`src/rtl/execute_operand_forward.sv`:
```
// Operand-latch stage ahead of the execute ALU: resolves GR sources (writeback > forwarding register > register file)
// and stalls decode on load-use hazards. Define EXECUTE_OPERAND_FORWARD_STAT_EN to enable the hazard-stall counter.
module execute_operand_forward #(
    parameter int DATA_W = 32,
    parameter int REG_W  = 5
) (
    input  logic              iCLOCK,
    input  logic              inRESET,
    input  logic              iRESET_SYNC,
    input  logic              iPREV_VALID,
    output logic              oPREV_BUSY,
    input  logic              iPREV_SRC0_USE,
    input  logic              iPREV_SRC1_USE,
    input  logic [REG_W-1:0]  iPREV_SRC0,
    input  logic [REG_W-1:0]  iPREV_SRC1,
    input  logic              iPREV_SRC0_SYSREG,
    input  logic              iPREV_SRC1_SYSREG,
    input  logic [DATA_W-1:0] iPREV_SRC0_DATA,
    input  logic [DATA_W-1:0] iPREV_SRC1_DATA,
    input  logic [REG_W-1:0]  iPREV_DEST,
    input  logic              iPREV_DEST_SYSREG,
    input  logic              iPREV_DEST_LOAD,
    input  logic              iWB_GR_VALID,
    input  logic [DATA_W-1:0] iWB_GR_DATA,
    input  logic [REG_W-1:0]  iWB_GR_DEST,
    input  logic              iWB_GR_DEST_SYSREG,
    input  logic              iFDR_GR_VALID,
    input  logic [DATA_W-1:0] iFDR_GR_DATA,
    input  logic [REG_W-1:0]  iFDR_GR_DEST,
    input  logic              iFDR_GR_DEST_SYSREG,
    output logic              oNEXT_VALID,
    input  logic              iNEXT_BUSY,
    output logic [DATA_W-1:0] oNEXT_SRC0_DATA,
    output logic [DATA_W-1:0] oNEXT_SRC1_DATA,
    output logic [REG_W-1:0]  oNEXT_DEST,
    output logic              oNEXT_DEST_SYSREG,
    output logic [31:0]       oSTALL_COUNT
);

    typedef enum logic [1:0] {ST_IDLE, ST_FULL, ST_STALL} state_t;

    state_t              state_q, state_d;
    logic [DATA_W-1:0]   src0_q, src0_d, src1_q, src1_d;
    logic [REG_W-1:0]    dest_q, dest_d;
    logic                dest_sys_q, dest_sys_d;
    logic                load_pend_q, load_pend_d;
    logic [REG_W-1:0]    load_dest_q, load_dest_d;
    logic                load_sysreg_q, load_sysreg_d;

    logic wb_clr, src0_hz, src1_hz, hz, accept;

    function automatic logic [DATA_W-1:0] resolve(
        input logic              use_src,
        input logic [REG_W-1:0]  src,
        input logic              src_sys,
        input logic [DATA_W-1:0] rf_data
    );
        logic [DATA_W-1:0] res;
        res = rf_data;
        if (use_src) begin
            if (iWB_GR_VALID && iWB_GR_DEST == src && iWB_GR_DEST_SYSREG == src_sys)
                res = iWB_GR_DATA;
            else if (iFDR_GR_VALID && iFDR_GR_DEST == src && iFDR_GR_DEST_SYSREG == src_sys)
                res = iFDR_GR_DATA;
        end
        return res;
    endfunction

    // A writeback to the tracked load dest both retires the load and bypasses its data this cycle.
    assign wb_clr  = load_pend_q && iWB_GR_VALID && iWB_GR_DEST == load_dest_q
                     && iWB_GR_DEST_SYSREG == load_sysreg_q;
    assign src0_hz = iPREV_SRC0_USE && iPREV_SRC0 == load_dest_q && iPREV_SRC0_SYSREG == load_sysreg_q;
    assign src1_hz = iPREV_SRC1_USE && iPREV_SRC1 == load_dest_q && iPREV_SRC1_SYSREG == load_sysreg_q;
    assign hz      = load_pend_q && ((((src0_hz || src1_hz)) && !wb_clr) || iPREV_DEST_LOAD);

    assign oNEXT_VALID = (state_q == ST_FULL);
    assign oPREV_BUSY  = hz || (oNEXT_VALID && iNEXT_BUSY);
    assign accept      = iPREV_VALID && !oPREV_BUSY;

    always_comb begin
        // NOTE: every *_d is given its held value first, so no branch can infer a latch.
        state_d       = state_q;
        src0_d        = src0_q;
        src1_d        = src1_q;
        dest_d        = dest_q;
        dest_sys_d    = dest_sys_q;
        load_pend_d   = load_pend_q;
        load_dest_d   = load_dest_q;
        load_sysreg_d = load_sysreg_q;

        if (accept) begin
            state_d    = ST_FULL;
            src0_d     = resolve(iPREV_SRC0_USE, iPREV_SRC0, iPREV_SRC0_SYSREG, iPREV_SRC0_DATA);
            src1_d     = resolve(iPREV_SRC1_USE, iPREV_SRC1, iPREV_SRC1_SYSREG, iPREV_SRC1_DATA);
            dest_d     = iPREV_DEST;
            dest_sys_d = iPREV_DEST_SYSREG;
        end else if (state_q != ST_FULL || !iNEXT_BUSY) begin
            state_d = (iPREV_VALID && hz) ? ST_STALL : ST_IDLE;
        end

        // A newly accepted load re-arms the tracker even if the old one retires this same cycle.
        if (accept && iPREV_DEST_LOAD) begin
            load_pend_d   = 1'b1;
            load_dest_d   = iPREV_DEST;
            load_sysreg_d = iPREV_DEST_SYSREG;
        end else if (wb_clr) begin
            load_pend_d = 1'b0;
        end
    end

    always_ff @(posedge iCLOCK) begin
        // NOTE: sequential state uses <= so every flop samples pre-edge values regardless of statement order.
        if (!inRESET || iRESET_SYNC) begin
            state_q       <= ST_IDLE;
            src0_q        <= '0;
            src1_q        <= '0;
            dest_q        <= '0;
            dest_sys_q    <= 1'b0;
            load_pend_q   <= 1'b0;
            load_dest_q   <= '0;
            load_sysreg_q <= 1'b0;
        end else begin
            state_q       <= state_d;
            src0_q        <= src0_d;
            src1_q        <= src1_d;
            dest_q        <= dest_d;
            dest_sys_q    <= dest_sys_d;
            load_pend_q   <= load_pend_d;
            load_dest_q   <= load_dest_d;
            load_sysreg_q <= load_sysreg_d;
        end
    end

    assign oNEXT_SRC0_DATA   = src0_q;
    assign oNEXT_SRC1_DATA   = src1_q;
    assign oNEXT_DEST        = dest_q;
    assign oNEXT_DEST_SYSREG = dest_sys_q;

`ifdef EXECUTE_OPERAND_FORWARD_STAT_EN
    logic [31:0] stall_cnt_q, stall_cnt_d;

    always_comb begin
        stall_cnt_d = stall_cnt_q;
        if (iPREV_VALID && hz && stall_cnt_q != 32'hFFFF_FFFF)
            stall_cnt_d = stall_cnt_q + 32'd1;
    end

    always_ff @(posedge iCLOCK) begin
        if (!inRESET || iRESET_SYNC)
            stall_cnt_q <= '0;
        else
            stall_cnt_q <= stall_cnt_d;
    end

    assign oSTALL_COUNT = stall_cnt_q;
`else
    assign oSTALL_COUNT = 32'h0;
`endif

endmodule

```
`config.mk`:
```
export PLATFORM = sky130hd
export DESIGN_NAME = execute_operand_forward
export DESIGN_NICKNAME = d
export VERILOG_FILES = /design/src/rtl/execute_operand_forward.sv
export SDC_FILE = /design/constraint.sdc
export NUM_CORES = 1
export LEC_CHECK = 0
export CAP_MARGIN = 20
export CELL_PAD_IN_SITES_DETAIL_PLACEMENT = 2
export CELL_PAD_IN_SITES_GLOBAL_PLACEMENT = 2
export CORE_ASPECT_RATIO = 0.7
export CORE_MARGIN = 8
export CORE_UTILIZATION = 25
export DETAILED_ROUTE_END_ITERATION = 10
export GPL_TIMING_DRIVEN = 0
export PLACE_DENSITY_LB_ADDON = 0.1
export SYNTH_ARGS = -nofsm -noshare
export SYNTH_HDL_FRONTEND = slang
export SYNTH_SLANG_ARGS = --single-unit
```
`constraint.sdc`:
```
create_clock -name iCLOCK -period 3.4 [get_ports iCLOCK]
set_input_delay 0.68 -clock iCLOCK [delete_from_list [all_inputs] [get_ports iCLOCK]]
set_output_delay 0.68 -clock iCLOCK [all_outputs]
set_load 0.005 [all_outputs]
```
* Yosys cells after proc, flatten, opt, wreduce, memory -nomap -nowiden
Index checks and enable logic that the tools add are counted.
Cells by class: eq/ne operators 16, multiplexer cells 11, reductions and logical operators 33
Operator list (count):
- $mux W32 | 6
- $eq A5 B5 Y1 | 7
- $logic_and A1 B1 Y1 | 21
- $eq A1 B1 Y1 | 7
- $logic_or A1 B1 Y1 | 5
- $logic_not A1 Y1 | 4
- $mux W1 | 4
- $reduce_bool A2 Y1 | 2
- $eq A2 B1 Y1 const B | 1
- $mux W2 | 1
- $ne A2 B1 Y1 const B | 1
- $reduce_or A2 Y1 | 1
Word-level totals: register bits 79, input bits 168, output and inout port bits 104

* Logic depth before layout (Yosys ltp)
Gate-level depths: netlist (run 1).
word-level depth 12, gate-level depth with buffers 7, depth with buffers taken out 5

* Worst setup path before layout (run 1)
No wires, ideal clock.
kind input-to-reg, from input iFDR_GR_DEST_SYSREG, to register src1_q[6], in the netlist oNEXT_SRC1_DATA[6], library setup time 0.092 ns, data arrival time 2.086 ns, setup slack 1.222 ns, stages 7, path buffers 2, cell sequence xor2_1 > or4_1 > buf_2 > buf_6 > a2111oi_1 > a211oi_1 > o32ai_1
On the way: longest elaborated chain between the ends 5
RTL lines:
- start: declaration | line 30 | input logic iFDR_GR_DEST_SYSREG,
- $eq A1 B1 Y1 | line 63 | else if (iFDR_GR_VALID && iFDR_GR_DEST == src && iFDR_GR_DEST_SYSREG == src_sys)
- $logic_and A1 B1 Y1 | line 63
- $mux W32 | line 63
- $mux W32 | line 61 | if (iWB_GR_VALID && iWB_GR_DEST == src && iWB_GR_DEST_SYSREG == src_sys)
- $mux W32 | line 60 | if (use_src) begin
- end signal: assignment | line 125 | src1_q <= src1_d;
- end: declaration | line 43 | logic [DATA_W-1:0] src0_q, src0_d, src1_q, src1_d;
No other way between the ends. A chain may end at the register's enable or synchronous reset.

* Worst setup path after layout (run 1)
from input iPREV_SRC0[3], to output oPREV_BUSY
On the way: longest elaborated chain between the ends 8
RTL lines:
- start: declaration | line 14 | input logic [REG_W-1:0] iPREV_SRC0,
- $eq A5 B5 Y1 | line 72 | assign src0_hz = iPREV_SRC0_USE && iPREV_SRC0 == load_dest_q && iPREV_SRC0_SYSREG == load_sysreg_q;
- $logic_and A1 B1 Y1 (2 in a row) | line 72
- $logic_or A1 B1 Y1 | line 74 | assign hz = load_pend_q && ((((src0_hz || src1_hz)) && !wb_clr) || iPREV_DEST_LOAD);
- $logic_and A1 B1 Y1 | line 74
- $logic_or A1 B1 Y1 | line 74
- $logic_and A1 B1 Y1 | line 74
- $logic_or A1 B1 Y1 | line 77 | assign oPREV_BUSY = hz || (oNEXT_VALID && iNEXT_BUSY);
- end: declaration | line 11 | output logic oPREV_BUSY,
No other way between the ends.

==> summary.md, run 1 <==
| Metric | Value |
|---|---|
| Final worst-path cycle share | `97.0%` |
| R2R depth | `6` |
| Final Max Slew Viols | `0` |
| Worst clock skew | `0.00913 ns` |
| CTS tree | `done` |
| Post-route cell area | `9550 um^2` |
| Layout Utilization | `38.9%` |
| Clock transition at the registers of the reported paths | `0.06 ns` |
| Hold Crit Endpoint | `oNEXT_DEST[0]` |
| DRT Pass-1 Iters | `4` |
| Critical R2R Capture | `oNEXT_SRC0_DATA[1]` |
| Area of the multi-input gates | `3760 um^2` |
| # fillers | `2,851` |
| Die width | `205 um` |
| Die Ht | `148 um` |
| Startpoint Class | `input port` |
| WL per Instance | `24.9 um` |
| Nets | `1,244` |
| # H-tree levels | `3` |
| Clock tree buffer depth | `2` |
| First-pass GRT wire length | `51,500 um` |
| Relative slew slack | `29.5%` |
| Max-cap viol count | `0` |
| CP Max Fanout | `3` |
| Initial Util | `25.3%` |
| Leak Pwr | `3.24 nW` |
| Largest net degree at the start of global routing | `15` |
| CP Class | `input port to primary output` |
| Outcome | `finished clean` |
| RSZ-0062 raised after global routing | `false` |
| Clk_lat worst skew | `0.36 ns` |
| Commonest non-fill, non-tap cell in the layout | `clkdlybuf4s50_1` |
| Via count | `7,312` |
| Critical path buffers and inverters | `2` |
| Area of the mapped netlist | `6220 um^2` |
| Clk sink count | `79` |
| Highest clock rate | `0.303 GHz` |
| Most frequent cells in the layout | `235 x clkdlybuf4s50_1, 116 x inv_1, 105 x a211oi_1` |
| Synth top area cells | `dfxtp_1 25%, a211oi_1 13%, o32ai_1 9.0%, inv_1 7.0%, a21boi_0 6.5%` |
| Reg area | `1580 um^2` |
| Hold depth | `2` |
| Vias/cell | `5.20` |
| Port bufs | `239` |
| Critical Path Max Stage Delay | `0.60 ns` |
| Reg2Reg Setup Slack | `0.63 ns` |
| Hold path start | `oNEXT_DEST[0]` |
| Hold Crit Class | `flop to flop` |
| Dpl hpwl | `28,200 um` |
| Top cell type's share of synthesized area | `25.4%` |
| Critical path's top delay family | `buffers and inverters` |
| Average size of a mapped cell | `7.85 um^2` |
| Mapped Cells | `793` |
| Hold Buf Count CTS | `0` |
| CP Data Arrival Time | `2.62 ns` |
| Drt initial violations | `378` |
| Cell Rows | `48` |
| Vias in the first global route | `7,935` |
| Crit-path most repeated cell | `clkdlybuf4s50_1` |
| Global-route total usage across every layer | `22.5%` |
| Critical path data required time | `2.72 ns` |
| Final Power | `3.02 mW` |
| GR Overflow Total | `0` |
| Worst setup margin | `0.101 ns` |
| Root Buffer | `clkbuf_16` |
| Crit-path cells | `clkdlybuf4s50_1 > xnor2_1 > nand4_1 > o22a_1 > o21a_1 > nand2_1 > clkdlybuf4s50_1` |
| Cell taking the most area after synthesis | `dfxtp_1` |
| CP endpoint kind | `primary output` |
| # DRC | `0` |
| Seq cells post-synth | `79` |
| Leading register cell type out of synthesis | `dfxtp_1` |
| Layout cells sized above 1 | `8.23%` |
| Reg2reg start | `load_dest_q[2]` |
| GPL Wtd Cong | `0.808` |
| Synth cell types | `39` |
| Syn. warnings | `0` |
| Post-synth EDFFs | `0` |
| Routed WL | `35,000 um` |
| CTS Buf Count | `9` |
| Post-DRT Antenna Nets | `0` |
| CORE AREA | `24,600 um^2` |
| Setup WS pre-CTS | `-0.350 ns` |
| Total power divided by cell area | `317 nW/um^2` |
| Setup bufs post-CTS | `0` |
| Area after DPL | `9150 um^2` |
| Area growth syn-to-layout | `53.4%` |
| Num ports | `272` |
| Post-layout min period | `3.30 ns` |
| Final Hold Viols | `0` |
| Max IR drop VDD | `0.236 mV` |
| Register area share after synthesis | `25.4%` |
| Async SR Flop Fraction | `0%` |
| Die area | `30,300 um^2` |
| Final setup vio count | `0` |
| Initial antenna violation count | `7` |
| Crit-path slowest cell | `clkdlybuf4s50_1` |
| Worst Max-Slew Pin Slew | `1.05 ns` |
[synth_stat cells (all sizes together) (7+ instances only)]
cell / instances
a21boi: 64
dfxtp: 79
xor2: 15
nand3: 9
xnor2: 27
nand4: 44
a2111oi: 23
mux2i: 12
nand2: 18
clkbuf: 73
inv: 116
buf: 46
a211oi: 105
nor3: 64
nor2: 7
o32ai: 64
[per-stage QoR]
step / std cells / setup TNS, ns / hold WS, ns
2_1_floorplan: 824 / 0 / 0.451
3_3_place_gp: 1388 / -24.02 / 0.447
3_5_place_dp: 1390 / -13.15 / 0.458
4_1_cts: 1406 / 0 / 0.467
5_1_grt: 1407 / 0 / 0.485
6_report: 1407 / 0 / 0.462
[kinds of logic (layout without fill, tap and decap cells)]
| kind of cell | after synthesis | in the layout | synth area share (%) |
|---|---|---|---|
| simple gates | 160 | 160 | 14.0 |
| other cells | 1 | 33 | 0.0603 |
| buf+inv | 235 | 492 | 16.6 |
| mux | 12 | 12 | 1.93 |
| flops | 79 | 79 | 25.4 |
| compound gates | 264 | 264 | 35.3 |
| xor+xnor | 42 | 42 | 6.63 |
[worst max path at each step]
stage | end | from | cells past startpoint
after floorplan | oNEXT_SRC1_DATA[6] | iFDR_GR_DEST_SYSREG | 7
final | oPREV_BUSY | iPREV_SRC0[3] | 7
after global placement | oNEXT_SRC0_DATA[4] | iPREV_SRC0_SYSREG | 7
after CTS | oNEXT_SRC1_DATA[18] | iPREV_SRC1[3] | 7
after global routing | oPREV_BUSY | iWB_GR_VALID | 6
after detailed placement | oNEXT_SRC1_DATA[2] | iPREV_SRC1[3] | 7
[cell type report]
type | instances | area share (%)
clock buffers | 9 | 2.36
well taps | 325 | 4.26
flip-flops and latches | 79 | 16.6
multi-input cells | 510 | 39.4
plain buffers | 119 | 6.30
diodes | 1 | 0.0262
clock inverters | 7 | 1.26
inverters | 116 | 4.56
repair buffers | 241 | 25.3
[per-layer routing]
| metal | vias to the layer above | wire, um | track usage, % |
|---|---|---|---|
| li1 | 3460 | - | - |
| met1 | 3592 | 16600 | 30.7 |
| met2 | 210 | 15400 | 34.3 |
| met3 | 38 | 2470 | 6.93 |
| met4 | 12 | 403 | 4.45 |
| met5 | - | 79 | 0 |
[state kept, by name, indices dropped and copies added (netlist names)]
signal	flops
oNEXT_SRC1_DATA	32
load_dest_q	5
oNEXT_DEST_SYSREG	1
oNEXT_DEST	5
load_sysreg_q	1
oNEXT_SRC0_DATA	32
state_q	2
load_pend_q	1
[repair_timing]
| action | in CTS | in global routing |
|---|---|---|
| pin swaps | 0 | 2 |
| setup endpoints to repair | 2 | 12 |
| resized for setup | 2 | 9 |
[worst reg2reg max path, stage by stage (launching register included)]
cell	delay, ns
dfxtp_1	0.42
xnor2_1	0.18
nand4_1	0.12
o22a_1	0.26
o21ai_1	0.84
clkbuf_1	0.63
o32ai_1	0.17
[power by group]
group          switching, mW  internal (mW)  total, mW
sequential            0.0195          0.957      0.977
clock                  0.473          0.721       1.19
combinational          0.465          0.388      0.853
total                  0.957           2.07       3.02
Power figures use the tool's default switching activity.
==> run 2: changes to the inputs <==
TNS_END_PERCENT = 50   (was not set)
==> results of run 2 <==
The final DEF is identical to that of run 1; final timing and power are the same.
